[config.mk]
export PLATFORM = sky130hd
export DESIGN_NAME = kalman_update
export DESIGN_NICKNAME = d
export VERILOG_FILES = /design/src/rtl/kalman_update.sv
export SDC_FILE = /design/constraint.sdc
export NUM_CORES = 2
export LEC_CHECK = 0
export BUFFER_PORTS_ARGS = -buffer_cell sky130_fd_sc_hd__buf_4
export CELL_PAD_IN_SITES_DETAIL_PLACEMENT = 1
export CELL_PAD_IN_SITES_GLOBAL_PLACEMENT = 2
export CORE_UTILIZATION = 37
export DETAILED_ROUTE_END_ITERATION = 8
export GPL_TIMING_DRIVEN = 0
export PLACE_DENSITY = 0.86
export SYNTH_ARGS = -nofsm -noshare
export SYNTH_HDL_FRONTEND = slang
export SYNTH_SLANG_ARGS = --single-unit
[constraint.sdc]
create_clock -name clk -period 10.6 [get_ports clk]
set_input_delay 2.12 -clock clk [delete_from_list [all_inputs] [get_ports clk]]
set_output_delay 2.12 -clock clk [all_outputs]
set_load 0.01 [all_outputs]
[src/rtl/kalman_update.sv]
// -----------------------------------------------------------------------------
// kalman_update
//   Scalar Kalman measurement-update stage.
//     K     = p_pred / (p_pred + r_noise)        (unsigned Q1.FRAC, 0..2^FRAC)
//     x_upd = x_pred + ((K * (z - x_pred)) >>> FRAC)
//     p_upd = p_pred - ((K * p_pred) >> FRAC)
//   The gain comes from a bit-serial restoring divider (FRAC+1 cycles). One
//   transaction is in flight at a time; a new one is accepted only in IDLE.
//
// Ports
//   clk, rst            rising-edge clock, asynchronous active-high reset
//   in_valid / in_ready input handshake; operands sampled on accept
//   x_pred, z           signed state prediction and measurement
//   p_pred, r_noise     unsigned predicted covariance and measurement noise
//   out_valid/out_ready output handshake; results held until taken
//   x_upd, p_upd        updated state (signed) and covariance (unsigned)
//   k_gain              gain used for this update, Q1.FRAC
// -----------------------------------------------------------------------------
module kalman_update #(
  parameter int W    = 32,
  parameter int FRAC = 16
) (
  input  logic          clk,
  input  logic          rst,
  input  logic          in_valid,
  output logic          in_ready,
  input  logic [W-1:0]  x_pred,
  input  logic [W-1:0]  p_pred,
  input  logic [W-1:0]  z,
  input  logic [W-1:0]  r_noise,
  output logic          out_valid,
  input  logic          out_ready,
  output logic [W-1:0]  x_upd,
  output logic [W-1:0]  p_upd,
  output logic [FRAC:0] k_gain
);

  localparam int BW = $clog2(FRAC + 1);  // divider bit index width
  localparam int PW = W + FRAC + 2;      // signed gain * innovation width

  typedef enum logic [2:0] {IDLE, SUM, DIV, MUL, OUT} state_t;

  state_t state;

  // Latched operands
  logic [W-1:0] x_q, p_q, z_q, r_q;

  // Working registers
  logic [W:0]        s;      // p + r, cannot overflow in W+1 bits
  logic signed [W:0] innov;  // z - x, cannot overflow in W+1 bits
  logic [W+1:0]      rem;    // partial remainder, one spare bit for the shift
  logic [FRAC:0]     quot;   // gain being built MSB first
  logic [BW-1:0]     bidx;   // quotient bit being decided

  // Combinational datapath
  logic [W:0]          sum_next;
  logic signed [W:0]   innov_next;
  logic                rem_ge;
  logic [W+1:0]        rem_diff;
  logic [W+1:0]        rem_next;
  logic signed [PW-1:0] k_ext;
  logic signed [PW-1:0] innov_ext;
  logic signed [PW-1:0] prod_x;
  logic [W+FRAC:0]     prod_p;
  logic [W-1:0]        x_next;
  logic [W-1:0]        p_next;

  // NOTE: every always_comb output is assigned on every path (here
  // unconditionally), so no latch can be inferred.
  always_comb begin
    sum_next   = {1'b0, p_q} + {1'b0, r_q};
    innov_next = $signed({z_q[W-1], z_q}) - $signed({x_q[W-1], x_q});

    // Restoring step: subtract when it fits, then shift for the next bit.
    // The remainder is always below s after this step, so the top bit is
    // zero and the shift loses nothing.
    rem_ge   = rem >= {1'b0, s};
    rem_diff = rem_ge ? (rem - {1'b0, s}) : rem;
    rem_next = rem_diff << 1;

    // K is non-negative; zero-extend it before the signed multiply so the
    // product keeps the sign of the innovation.
    k_ext     = $signed({{(PW-FRAC-1){1'b0}}, quot});
    innov_ext = {{(PW-W-1){innov[W]}}, innov};
    prod_x    = k_ext * innov_ext;
    // The correction always lands between x_pred and z, so wrapping to W
    // bits gives the exact result.
    x_next    = x_q + W'(prod_x >>> FRAC);

    prod_p = {{W{1'b0}}, quot} * {{(FRAC+1){1'b0}}, p_q};
    p_next = p_q - W'(prod_p >> FRAC);
  end

  // Accept only in IDLE and never while reset is held.
  assign in_ready = (state == IDLE) && !rst;

  // NOTE: state is updated with non-blocking assignments so every register
  // sees the pre-edge values of the others, independent of statement order.
  // NOTE: every register, including the datapath working set, is cleared by
  // the async reset so an abandoned transaction leaves no stale state behind.
  always_ff @(posedge clk or posedge rst) begin
    if (rst) begin
      state     <= IDLE;
      x_q       <= '0;
      p_q       <= '0;
      z_q       <= '0;
      r_q       <= '0;
      s         <= '0;
      innov     <= '0;
      rem       <= '0;
      quot      <= '0;
      bidx      <= '0;
      out_valid <= 1'b0;
      x_upd     <= '0;
      p_upd     <= '0;
      k_gain    <= '0;
    end else begin
      case (state)
        IDLE: begin
          if (in_valid) begin
            x_q   <= x_pred;
            p_q   <= p_pred;
            z_q   <= z;
            r_q   <= r_noise;
            state <= SUM;
          end
        end

        SUM: begin
          s     <= sum_next;
          innov <= innov_next;
          rem   <= {2'b00, p_q};
          quot  <= '0;
          bidx  <= BW'(FRAC);
          // p = r = 0: no meaningful gain, skip the divider with K = 0.
          state <= (sum_next == '0) ? MUL : DIV;
        end

        DIV: begin
          rem <= rem_next;
          if (rem_ge) quot[bidx] <= 1'b1;
          if (bidx == '0) state <= MUL;
          else            bidx  <= bidx - BW'(1);
        end

        MUL: begin
          x_upd     <= x_next;
          p_upd     <= p_next;
          k_gain    <= quot;
          out_valid <= 1'b1;
          state     <= OUT;
        end

        OUT: begin
          if (out_ready) begin
            out_valid <= 1'b0;
            state     <= IDLE;
          end
        end

        default: state <= IDLE;
      endcase
    end
  end

endmodule

* Word level (Yosys, flattened, before mapping)
Cells that the tools add are included.
** Operators by class
- $add $sub $neg :: 6
- $mul :: 2
- Div/mod/pow operators :: 0
- Magnitude comparators :: 3
- Eq/ne operators :: 9
- Shifts and indexed selects :: 0
- Multiplexer cells :: 15
- Bitwise operators :: 1
- Reductions and logical operators :: 13
** Operator list (count)
- $pmux W34 S2 :: 1
- $mul A17 B32 Y48 :: 1
- $mul A18 B33 Y48 :: 1
- $ge A34 B33 Y1 :: 1
- $pmux W17 S2 :: 1
- $add A32 B32 Y33 :: 1
- $logic_not A33 Y1 :: 1
- $mux W33 :: 1
- $sub A32 B32 Y33 :: 1
- $sub A33 B33 Y33 :: 1
- $add A32 B32 Y32 :: 1
- $sub A32 B32 Y32 :: 1
- $mux W17 :: 1
- $or A17 B17 Y17 :: 1
- $pmux W3 S5 :: 1
- $ne A2 B2 Y1 const B :: 5
- $pmux W5 S2 :: 1
- $mux W3 :: 3
- $reduce_and A2 Y1 :: 4
- $eq A3 B2 Y1 const B :: 2
- $lt A5 B6 Y1 const B :: 1
- $demux W1 S5 :: 1
- $ge A5 B1 Y1 const B :: 1
- $logic_not A5 Y1 :: 1
- other kinds (11) :: 15
** Word-level totals
- Flip-flop bits (word level) :: 335
- Bits in latches :: 0
- RAM bits :: 0
- Memory bits (read-only) :: 0
- Bits of input ports :: 132
- Output and inout bits :: 83
- Word-level logic and storage cells :: 63
- Memories :: 0

* Logic depth before layout (Yosys ltp)
- Depth after elaboration :: 7
- Depth in mapped cells :: 42
- Depth with buffers taken out :: 41

* Worst setup path after synthesis
No wires, ideal clock.
- Kind :: flip-flop to flip-flop
- Start point :: register p_q[13]
- End point :: register p_upd[30]
- Setup time :: 129 ps
- Arrival time :: 8424 ps
- Required time :: 10471 ps
- Setup slack :: 2047 ps
- Cell stages (with the launch flop) :: 39
- Path buffers :: 2
- Clock period less this slack :: 8553 ps
- Path through :: dfrtp_1 > clkbuf_1 > clkbuf_1 > nand2_1 > fa_1 > inv_1 > fa_1 > inv_1 > fa_1 > inv_1 > fa_1 > fa_1 > inv_1 > fa_1 > inv_1 > ha_1 > a21o_1 > nor4_1 > [3 not listed] > and2_1 > o21ai_0 > o21ai_0 > and2_1 > o21a_1 > or2_2 > ha_1 > a211o_1 > o31a_1 > a31oi_1 > o21ai_1 > o21ai_0 > o2111ai_1 > a21o_1 > a21oi_1 > o21a_1 > xor2_1 > o21ai_1
** Between the ends
- Cells in the longest elaborated chain, start to end :: 2
** RTL lines
- start, declared :: RTL line 46 : logic [W-1:0] x_q, p_q, z_q, r_q;
- start signal, assigned :: RTL line 122 : p_q <= p_pred;
- $mul A17 B32 Y48 :: RTL line 90 : prod_p = {{W{1'b0}}, quot} * {{(FRAC+1){1'b0}}, p_q};
- $sub A32 B32 Y32 * :: RTL line 91 : p_next = p_q - W'(prod_p >> FRAC);
- end signal, assigned :: RTL line 148 : p_upd <= p_next;
- end, declared :: RTL line 34 : output logic [W-1:0] p_upd,
Every way passes the cells marked *; elsewhere a longest branch is shown, timed or not.
A chain may end at the register's enable or synchronous reset.

* Worst setup path in the final report
- Start point :: register quot[15]
- End point :: register x_upd[30]
** Between the ends
- Cells in the longest elaborated chain, start to end :: 2
** RTL lines
- start, declared :: RTL line 52 : logic [FRAC:0] quot;
- start signal, assigned :: RTL line 111 : quot <= '0;
- start signal, assigned :: RTL line 133 : quot <= '0;
- start signal, assigned by index :: RTL line 141 : if (rem_ge) quot[bidx] <= 1'b1;
- $mul A18 B33 Y48 :: RTL line 85 : prod_x = k_ext * innov_ext;
- $add A32 B32 Y32 :: RTL line 88 : x_next = x_q + W'(prod_x >>> FRAC);
- end signal, assigned :: RTL line 147 : x_upd <= x_next;
- end, declared :: RTL line 33 : output logic [W-1:0] x_upd,
Every way passes these cells.

==> flow_summary.toml <==
[final_layout]
nNetsFinal = 7906
n_fill_cell = 17200
fin_cells = 8376
final_util_pct = 41.7
syn_to_final_growth_pct = 11.3
final_area_sq_mm = 0.0609
drive_gt1_share_pct = 8.91

[logic_synthesis]
netlist_area_sq_mm = 0.0547
synthTopCellsByArea = "fa_1 (35%), dfrtp_1 (15%), ha_1 (8.9%)"
synth_cell_type_count = 78
synth_edf_count = 0
synthFlopType = "dfrtp_1"
synth.top_cell.area_share_pct = 35.3
synth_async_sr_flop_share_pct = 100
ys_seq_area_share_pct = 15.3
yosysTopAreaCell = "fa_1"
postSynthCellCount = 6159
syn_area_per_cell_sq_um = 8.88
synth_seq_cells = 335
synth_commonest_cells = "inv_1 (1268), nand2_1 (1030), fa_1 (965)"
syn_nets = 7646
synthMostInstantiatedCell = "inv_1"
ys_warn_count = 0

[route]
drt-total-wl_mm = 196
drt_iter0_drc = 2843
antenna_left = 0
drt-pass1-iter-count = 5
drcViolationCount = 0
routed_via_density = 5.24
wl_per_cell_um = 23.4
routed-via-count = 43900

[power]
power_leakage_nw = 30.6
powerDensity_mw_per_mm2 = 290
peakVddDrop_uv = 190
power_switching_mw = 9.87
power_frac_clock_pct = 10.0
swShare_pct = 55.8
internal_power_mw = 7.80
power_frac_comb_pct = 75.6
total_power_mw = 17.7
seq_power_share_pct = 14.4

[grt]
track_usage_pct = 26.7
grt_pass1_wl_mm = 301
antenna_found_initial = 28
grt_overflow = 0
grt_start_max_net_pins = 42
grt_pass1_vias = 48900

[timing]
max_slew_margin_pct = 6.77
worstMarginPinSlew_ns = 1.40
fin_ws_ns = 0.282
fin_crit_sh_pct = 97.3
holdWs_ns = 0.480
final-setup-viol-count = 0
setup_tns_ns = 0
final.setup_skew_ns = 0.0474
max_clock_freq_ghz = 0.0969
slew_viol_final = 0
fin_crit_ns = 10.32
hold_violations = 0

[floorplanning]
start_util_pct = 37.4
die-area_sq_mm = 0.149
io_pins = 215
fp.dieW_um = 386
die_height_um = 386
num_rows = 140
coreArea_sq_mm = 0.146

[place]
gp_congestion = 0.926
post-place-ws_ns = -0.996
place_area_sq_mm = 0.0588
dp.cells = 8298
dpl.hpwl_mm = 163
numPortBuffers = 214

[worst_setup_path]
path_buf_inv = 4
ff2ff_setup_slack_ns = 0.28
critPathMostFrequentCell = "fa_1"
r2r_cells = 37
critPathSlowestCell = "clkbuf_2"
critical_path_arrival_ns = 10.81
cpPeakStageDelay_ns = 0.53
cp.required_ns = 11.09
path_max_fanout = 10
rr_endpoint = "x_upd[30]$_DFFE_PP0P_"
reg2reg_from = "quot[15]$_DFFE_PP0P_"
end_kind = "flop"
crit_type = "reg2reg"
start_kind = "flop"
critical_path.top_delay_family = "adder cells"

[clock_tree]
cts_hold_buf = 0
worstSkewPairLatency_ns = 0.67
tritoncts = "yes"
cts_max_level = 2
cts.sinks = 335
ctsLongestPathBuffers = 3
root_buffer = "clkbuf_16"
clk_pin_slew_ns = 0.07
numCtsBuffers = 47

[run]
drv_cap = 0

[worst_hold_path]
min_path_type = "reg2reg"
min_from = "s[12]$_DFFE_PP0P_"
min_to = "s[12]$_DFFE_PP0P_"
min_path_cells = 2

[outcome]
outcome = "completed"
how the worst max path moves through the flow:
stage / start / to / slack (ns) / cells after the start
after global routing: quot[7]$_DFFE_PP0P_ / p_upd[30]$_DFFE_PP0P_ / -0.008 / 39
after floorplan: p_q[13]$_DFFE_PP0P_ / p_upd[30]$_DFFE_PP0P_ / 2.05 / 38
after global placement: quot[4]$_DFFE_PP0P_ / x_upd[30]$_DFFE_PP0P_ / -0.88 / 37
final: quot[15]$_DFFE_PP0P_ / x_upd[30]$_DFFE_PP0P_ / 0.28 / 37
after detailed placement: quot[4]$_DFFE_PP0P_ / x_upd[30]$_DFFE_PP0P_ / -1.0 / 37
after CTS: p_q[7]$_DFFE_PP0P_ / p_upd[31]$_DFFE_PP0P_ / 0.005 / 40
kinds of logic after synthesis:
kind of cell    count (synthesis)  synth area share (%)
buf+inv                      1582                  10.9
xor+xnor                      208                  3.33
mux                           125                  2.55
fa+ha+maj                    1355                  44.3
simple gates                 1763                  14.8
flops                         335                  15.3
compound gates                791                  8.88
timing repair:
item | CTS | global route
buffers inserted | 0 | 2
endpoints found under the setup margin | 21 | 16
pin swaps | 1 | 4
gates resized for setup | 86 | 182
sequential cells by signal (all words and copies together) (netlist names):
register   cells
p_q           32
r_q           32
out_valid      1
s             33
bidx           5
k_gain        17
state          3
innov         33
x_upd         32
x_q           32
p_upd         32
rem           34
z_q           32
quot          17
tightest hold or removal path, delay by kind of cell (launching register included):
family	cells	cell delay (ns)
AND/OR/NAND/NOR	1	0.04
flip-flops	1	0.34
AO/OA/AOI/OAI	1	0.06
final cells by class:
type	count	area [sq um]	area share [%]
Clock buffer	60	1260	2.08
Multi-Input combinational cell	4242	40400	66.4
Clock inverter	27	430	0.707
Antenna cell	2	5.00	0.00822
Sequential cell	335	8390	13.8
Inverter	1270	4770	7.84
Timing Repair Buffer	224	1780	2.93
Tap cell	1917	2400	3.94
Buffer	299	1400	2.30
per-layer routing:
layer | vias to the layer above | track usage [%] | part of all wire [%]
met5 | - | 0 | 0.034
met1 | 23000 | 35.5 | 42
li1 | 19300 | - | -
met2 | 1283 | 44.0 | 47
met3 | 308 | 4.51 | 7.1
met4 | 8 | 8.71 | 3.9
power groups by stage:
stage,Sequential [mW],Combinational (mW),Clock (mW)
2_1_floorplan,2.24,8.78,0
3_3_place_gp,2.45,12.8,0
3_5_place_dp,2.47,13.2,0
4_1_cts,2.47,13.3,1.80
5_1_grt,2.59,14.7,1.84
6_report,2.54,13.4,1.77
placed cells by master (no fill, tap or decap), types with 140 or more instances in the layout:
cell	synthesis	routed
nand2_1	1030	1030
o21ai_0	257	256
inv_1	1268	1267
buf_4	1	225
clkbuf_1	299	187
a21oi_1	202	199
and2_1	371	371
fa_1	965	965
ha_1	390	389
dfrtp_1	335	331
nor2_1	141	140
No activity file was read; power rests on OpenSTA's default activity.
